### src/rtl/tcbm_link_ctrl.sv
// TCBM paddle-port device sequencer: DAV/ACK four-phase handshake, port A/status drive, RX byte FIFO.
// Optional handshake watchdog enabled by defining TCBM_TIMEOUT_EN.
module tcbm_link_ctrl #(
    parameter int FIFO_DEPTH     = 4,
    parameter int SYNC_STAGES    = 2,
    parameter int SETUP_CYCLES   = 2,
    parameter int TIMEOUT_CYCLES = 4096
) (
    input  logic       clock,
    input  logic       reset,
    input  logic       dav,
    output logic       ack,
    input  logic [7:0] pa_in,
    output logic [7:0] pa_out,
    output logic       pa_oe,
    output logic [1:0] st_out,
    input  logic       tx_mode,
    output logic [7:0] rx_data,
    output logic       rx_valid,
    input  logic       rx_ready,
    input  logic [7:0] tx_data,
    input  logic [1:0] tx_status,
    input  logic       tx_valid,
    output logic       tx_ready,
    output logic       timeout
);

    typedef enum logic [2:0] {
        S_IDLE,
        S_RX_HOLD,
        S_TX_SETUP,
        S_TX_HOLD,
        S_RECOVER
    } state_t;

    localparam int AW = $clog2(FIFO_DEPTH);
    localparam int SW = $clog2(SETUP_CYCLES + 1);
    localparam logic [SW-1:0] SETUP_LOAD = SW'(SETUP_CYCLES - 1);
    localparam logic [AW:0]   FIFO_FULL  = (AW + 1)'(FIFO_DEPTH);

    if (FIFO_DEPTH < 2 || (FIFO_DEPTH & (FIFO_DEPTH - 1)) != 0 || SYNC_STAGES < 2 ||
        SETUP_CYCLES < 1 || TIMEOUT_CYCLES < 1) begin : g_bad_param
        $error("tcbm_link_ctrl: illegal parameter set");
    end

    state_t          state, state_next;
    logic            dav_s;
    logic [SYNC_STAGES-1:0] sync;
    logic [SW-1:0]   setup_cnt;
    logic            push, pop, full, wd_expired;

    logic [7:0]      mem [FIFO_DEPTH];
    logic [AW-1:0]   wr_ptr, rd_ptr;
    logic [AW:0]     count;

    // dav is asynchronous to clock; only the last stage is ever observed.
    always_ff @(posedge clock or posedge reset) begin
        if (reset) sync <= '0;
        else       sync <= {sync[SYNC_STAGES-2:0], dav};
    end
    assign dav_s = sync[SYNC_STAGES-1];

    // State register
    always_ff @(posedge clock or posedge reset) begin
        if (reset) state <= S_IDLE;
        else       state <= state_next;
    end

    // Next-state logic; tx_mode only matters while idle.
    always_comb begin
        // NOTE: default assignment first so no path leaves state_next unassigned (no latch).
        state_next = state;
        case (state)
            S_IDLE: begin
                if (dav_s && !tx_mode && !full)       state_next = S_RX_HOLD;
                else if (dav_s && tx_mode && tx_valid) state_next = S_TX_SETUP;
            end
            S_RX_HOLD: begin
                if (wd_expired)  state_next = S_RECOVER;
                else if (!dav_s) state_next = S_IDLE;
            end
            S_TX_SETUP: begin
                if (wd_expired)             state_next = S_RECOVER;
                else if (setup_cnt == '0)   state_next = S_TX_HOLD;
            end
            S_TX_HOLD: begin
                if (wd_expired)  state_next = S_RECOVER;
                else if (!dav_s) state_next = S_IDLE;
            end
            S_RECOVER: begin
                if (!dav_s) state_next = S_IDLE;
            end
            default: state_next = S_IDLE;
        endcase
    end

    // Output logic: ack and pa_oe decode straight from state so reset drops them at once.
    always_comb begin
        ack      = (state == S_RX_HOLD) || (state == S_TX_HOLD);
        pa_oe    = (state == S_TX_SETUP) || (state == S_TX_HOLD);
        push     = (state == S_IDLE) && dav_s && !tx_mode && !full;
        tx_ready = (state == S_IDLE) && dav_s && tx_mode && tx_valid;
        timeout  = wd_expired;
    end

    always_ff @(posedge clock or posedge reset) begin
        if (reset) begin
            // NOTE: sequential state uses non-blocking assignments only.
            setup_cnt <= '0;
            pa_out    <= 8'h00;
            st_out    <= 2'b00;
        end else if (tx_ready) begin
            setup_cnt <= SETUP_LOAD;
            pa_out    <= tx_data;
            st_out    <= tx_status;
        end else if (state == S_TX_SETUP && setup_cnt != '0) begin
            setup_cnt <= setup_cnt - 1'b1;
        end
    end

`ifdef TCBM_TIMEOUT_EN
    localparam int WW = $clog2(TIMEOUT_CYCLES + 1);
    localparam logic [WW-1:0] WD_LAST = WW'(TIMEOUT_CYCLES - 1);

    logic [WW-1:0] wd;
    logic          hs_state;

    assign hs_state   = (state == S_RX_HOLD) || (state == S_TX_SETUP) || (state == S_TX_HOLD);
    assign wd_expired = hs_state && (wd == WD_LAST);

    always_ff @(posedge clock or posedge reset) begin
        if (reset)                     wd <= '0;
        else if (state_next != state)  wd <= '0;
        else if (hs_state)             wd <= wd + 1'b1;
    end
`else
    assign wd_expired = 1'b0;
`endif

    // Receive FIFO; a push only happens when not full, so push+pop never overflows.
    assign full     = (count == FIFO_FULL);
    assign rx_valid = (count != '0);
    assign pop      = rx_ready && rx_valid;
    assign rx_data  = rx_valid ? mem[rd_ptr] : 8'h00;

    // NOTE: storage is not reset; rx_data is masked while empty, so stale entries never show.
    always_ff @(posedge clock) begin
        if (push) mem[wr_ptr] <= pa_in;
    end

    always_ff @(posedge clock or posedge reset) begin
        if (reset) begin
            wr_ptr <= '0;
            rd_ptr <= '0;
            count  <= '0;
        end else begin
            if (push) wr_ptr <= wr_ptr + 1'b1;
            if (pop)  rd_ptr <= rd_ptr + 1'b1;
            case ({push, pop})
                2'b10:   count <= count + 1'b1;
                2'b01:   count <= count - 1'b1;
                default: count <= count;
            endcase
        end
    end

endmodule
### config.mk
export PLATFORM = sky130hd
export DESIGN_NAME = tcbm_link_ctrl
export DESIGN_NICKNAME = d
export VERILOG_FILES = /design/src/rtl/tcbm_link_ctrl.sv
export SDC_FILE = /design/constraint.sdc
export NUM_CORES = 1
export LEC_CHECK = 0
export CORE_AREA = 2 2 50 98
export DETAILED_ROUTE_END_ITERATION = 8
export DIE_AREA = 0 0 52 100
export HOLD_SLACK_MARGIN = 0.02
export PLACE_DENSITY = 0.91
export SETUP_SLACK_MARGIN = 0.05
export SKIP_LAST_GASP = 1
export SLEW_MARGIN = 20
export SYNTH_ARGS = -nofsm -noshare
export SYNTH_HDL_FRONTEND = slang
export SYNTH_SLANG_ARGS = --single-unit
### constraint.sdc
create_clock -name clock -period 3.59 [get_ports clock]
set_input_delay 0.8975 -clock clock [delete_from_list [all_inputs] [get_ports clock]]
set_output_delay 0.8975 -clock clock [all_outputs]
set_load 0.03 [all_outputs]
==> summary.md <==
| Metric | Value |
|---|---|
| Die area | 5200 sq um |
| RD Place Congestion | 0.663 |
| Final #Nets | 214 |
| FF+latch count, synth | 55 |
| ANT nets after route | 0 |
| Synth Area in XOR/XNOR | 2.59% |
| Largest family of logic cells by synthesized area | multiplexers |
| Setup TNS | 0 ns |
| Initial antenna violation count | 0 |
| Syn Area/Cell | 17.3 sq um |
| N_diodes | 0 |
| TritonCTS buffer count | 5 |
| Seq pwr share | 39.9% |
| Number of synthesized flops with an enable pin | 32 |
| Crit path max fanout | 10 |
| Total Wirelength | around 3600 um |
| Max Root-Sink Buffers | 2 |
| CTS HTree Levels | 2 |
| Max cap viols | 0 |
| Clk Latency, worst-skew pair | 0.29 ns |
| Share of cells above drive strength 1 | 19.0% |
| CTS tree | built |
| Hold WC Path Type | reg -> reg |
| Wire length per cell | 15.2 um |
| TritonRoute pass-1 iters | 4 |
| Largest net degree at the start of global routing | 24 |
| CTS Root Buffer Type | clkbuf_8 |
| Vias in the first global route | 1222 |
| Leading register cell type out of synthesis | edfxtp_1 |
| Pwr dens | 818 nW/um^2 |
| Fin. Hold Viols | 0 |
| Worst VDD drop | just under 0.7 mV |
| Simple-gate area share of the yosys netlist | between 8 and 9% |
| Top-Level Pins | 47 |
| Die height | 100 um |
| Seq/Total Area, Yosys | 65.0% |
| Combinational power share | 44.5% |
| Top delay family on crit path | flip-flops |
| Row cnt | 35 |
| RSZ-0062 raised after global routing | no |
| Lkg Pwr | roughly 1.1 nW |
| Gr usage total | 15.0% |
| Adder-Cell Fraction of Synth Area | just over 4% |
| Psw | 0.000845 W |
| Async set or reset register ratio after synthesis | 41.8% |
| Hold depth | 0 |
| Status | finished, final reports clean |
| Compound-gate portion of the synthesized area | 1.22% |
| Gr ovfl total | 0 |
| Vias/cell | roughly 5.1 |
| Hold_buf cts | 0 |
| Switch share | 35.1% |
| Worst Path Buf+Inv | 1 |
| CP Capture Type | output pin |
| Mux contribution to synthesized area | between 10% and 20% |
| Reg2Reg Depth | 8 |
| Initial Util | around 52% |
| Drt initial violations | 18 |
| Clk network pwr share | between 15 and 20% |
| Setup Viol. Count Final | 0 |
| Fill count | between 300 and 400 |
| Arr. time, crit path | 2.32 ns |
| Slew headroom | 43.6% |
| Cells after synthesis | between 100 and 150 |
| Worst-Margin Slew | 0.845 ns |
| Clk pin slew, worst setup/hold paths | 0.09 ns |
| Cell variety after synth | 33 |
| Crit path cell chain | mux4_2 > and2_1 > clkdlybuf4s50_1 |
| Max-slew violation count | 0 |
| HPWL Detailed | 2690 um |
| CP Depth | 3 |
| Post-CTS Setup Inserts | 0 |
| Min Tclk post-route | approximately 3.2 ns |
| Internal | 0.00157 W |
| WS Path Type | reg -> out |
| Net count of the mapped netlist | 168 |
| Core box area | 4510 sq um |
| DIE WIDTH | between 50 and 60 um |
| Nature of the critical path startpoint | flop |
| Period Utilization, post-route | 89.7% |
| Fin area | 2950 sq um |
| Post-Syn Area | roughly 2400 sq um |
| Critical path's slowest cell | dfrtp_1 |
| Clock skew | 0.00447 ns |
| WP data required | around 2.7 ns |
| Area grow syn2layout | 24.7% |
| Max Freq | 310 MHz |
| Critical path's largest stage delay | 0.70 ns |
| Placed cell area | 2840 sq um |
| Residual DRC | 0 |
| Routed vias | 1224 |
| Port buffer count | 45 |
| First-pass GRT wire length | 5750 um |
| CTS Sinks | 55 |
| Resize count post-CTS | 0 |
| Synth Warn # | 0 |
cells in the final DEF, fill, tap and decap left out, drive strengths merged, types with 2 or more instances in the layout:
master / synthesis / layout
o21ai: 2 / 2
inv: 10 / 10
clkdlybuf4s50: 0 / 44
edfxtp: 32 / 32
clkbuf: 3 / 7
nor3b: 2 / 2
mux4: 8 / 8
nor2: 3 / 3
xor2: 3 / 3
and2: 13 / 13
mux2: 11 / 11
dfrtp: 23 / 23
buf: 3 / 2
ha: 6 / 6
xnor2: 4 / 4
routing by layer:
layer	routed length (um)	vias up	GRT usage, %
met4	59	0	6.68
met1	1520	609	19.9
li1	-	571	-
met5	0	-	0
met2	1870	40	23.7
met3	185	4	2.98
synth_stat cells, types with 2 or more instances:
cell / n / area share, %
clkbuf_1: 3 / 0.48
edfxtp_1: 32 / 41
mux2_4: 9 / 5.7
nor2_1: 2 / 0.32
inv_1: 10 / 1.6
and2_1: 13 / 3.4
mux4_2: 8 / 7.6
mux2_2: 2 / 0.95
o21ai_0: 2 / 0.42
ha_1: 6 / 3.2
xnor2_1: 4 / 1.5
dfrtp_1: 23 / 24
xor2_1: 3 / 1.1
final cells by class:
class | instances | area (sq um) | share of cell area [%]
Inverter | 10 | 37.5 | 1.27
Timing Repair Buffer | 46 | 455 | 15.4
Clock inverter | 1 | 5.00 | 0.170
Clock buffer | 7 | 108 | 3.65
Multi-Input combinational cell | 65 | 737 | 25.0
Tap cell | 55 | 68.8 | 2.33
Sequential cell | 55 | 1540 | 52.1
through the flow:
stage               hold WS (ns)  utilization [%]  std cells  worst slack (ns)  power, W
floorplan                  0.331                -        137              1.35   0.00169
global placement           0.337             62.9        231             0.659   0.00202
detailed placement         0.345             62.9        231             0.571   0.00206
CTS                        0.366             65.4        239             0.315   0.00244
global route               0.378             65.4        239             0.240   0.00254
finish                     0.363             65.4        239             0.369   0.00241
flip-flops by register name, summed over array words and instances (netlist names):
name	flops
mem	32
rd_ptr	2
pa_out	8
st_out	2
wr_ptr	2
setup_cnt	2
state	2
count	3
sync	2
worst paths after layout:
kind	start	endpoint	slack, ns
min in group asynchronous	reset	rd_ptr[0]	1.08
min reg2reg	sync[0]	sync[1]	0.36
max reg2reg	count[2]	count[2]	1.48
max	rd_ptr[0]	rx_data[3]	0.37
max in group asynchronous	reset	sync[1]	1.99
min	sync[0]	sync[1]	0.36
power groups by stage:
| stage | registers (W) | logic [W] | clock network (W) |
|---|---|---|---|
| floorplan | 0.00102 | 0.000668 | 0 |
| global placement | 0.000966 | 0.00105 | 0 |
| detailed placement | 0.000978 | 0.00108 | 0 |
| CTS | 0.000965 | 0.00109 | 0.000387 |
| global route | 0.000984 | 0.00114 | 0.000411 |
| finish | 0.000961 | 0.00107 | 0.000377 |
kinds of logic after synthesis:
group | Yosys count
flip-flops | 55
multiplexers | 20
buffers and inverters | 17
XOR/XNOR | 7
AND/OR/NAND/NOR | 26
other | 1
AO/OA/AOI/OAI | 4
adder cells (fa/ha/maj) | 7
worst reg2reg max path: stages (launching register included):
cell and delay (ns):
dfrtp_1 0.41, or3_1 0.52, and2_1 0.25, ha_1 0.21, inv_1 0.08, fa_1 0.18
xor2_1 0.15, nor2_1 0.07, xor2_1 0.14
Power figures use the tool's default switching activity.
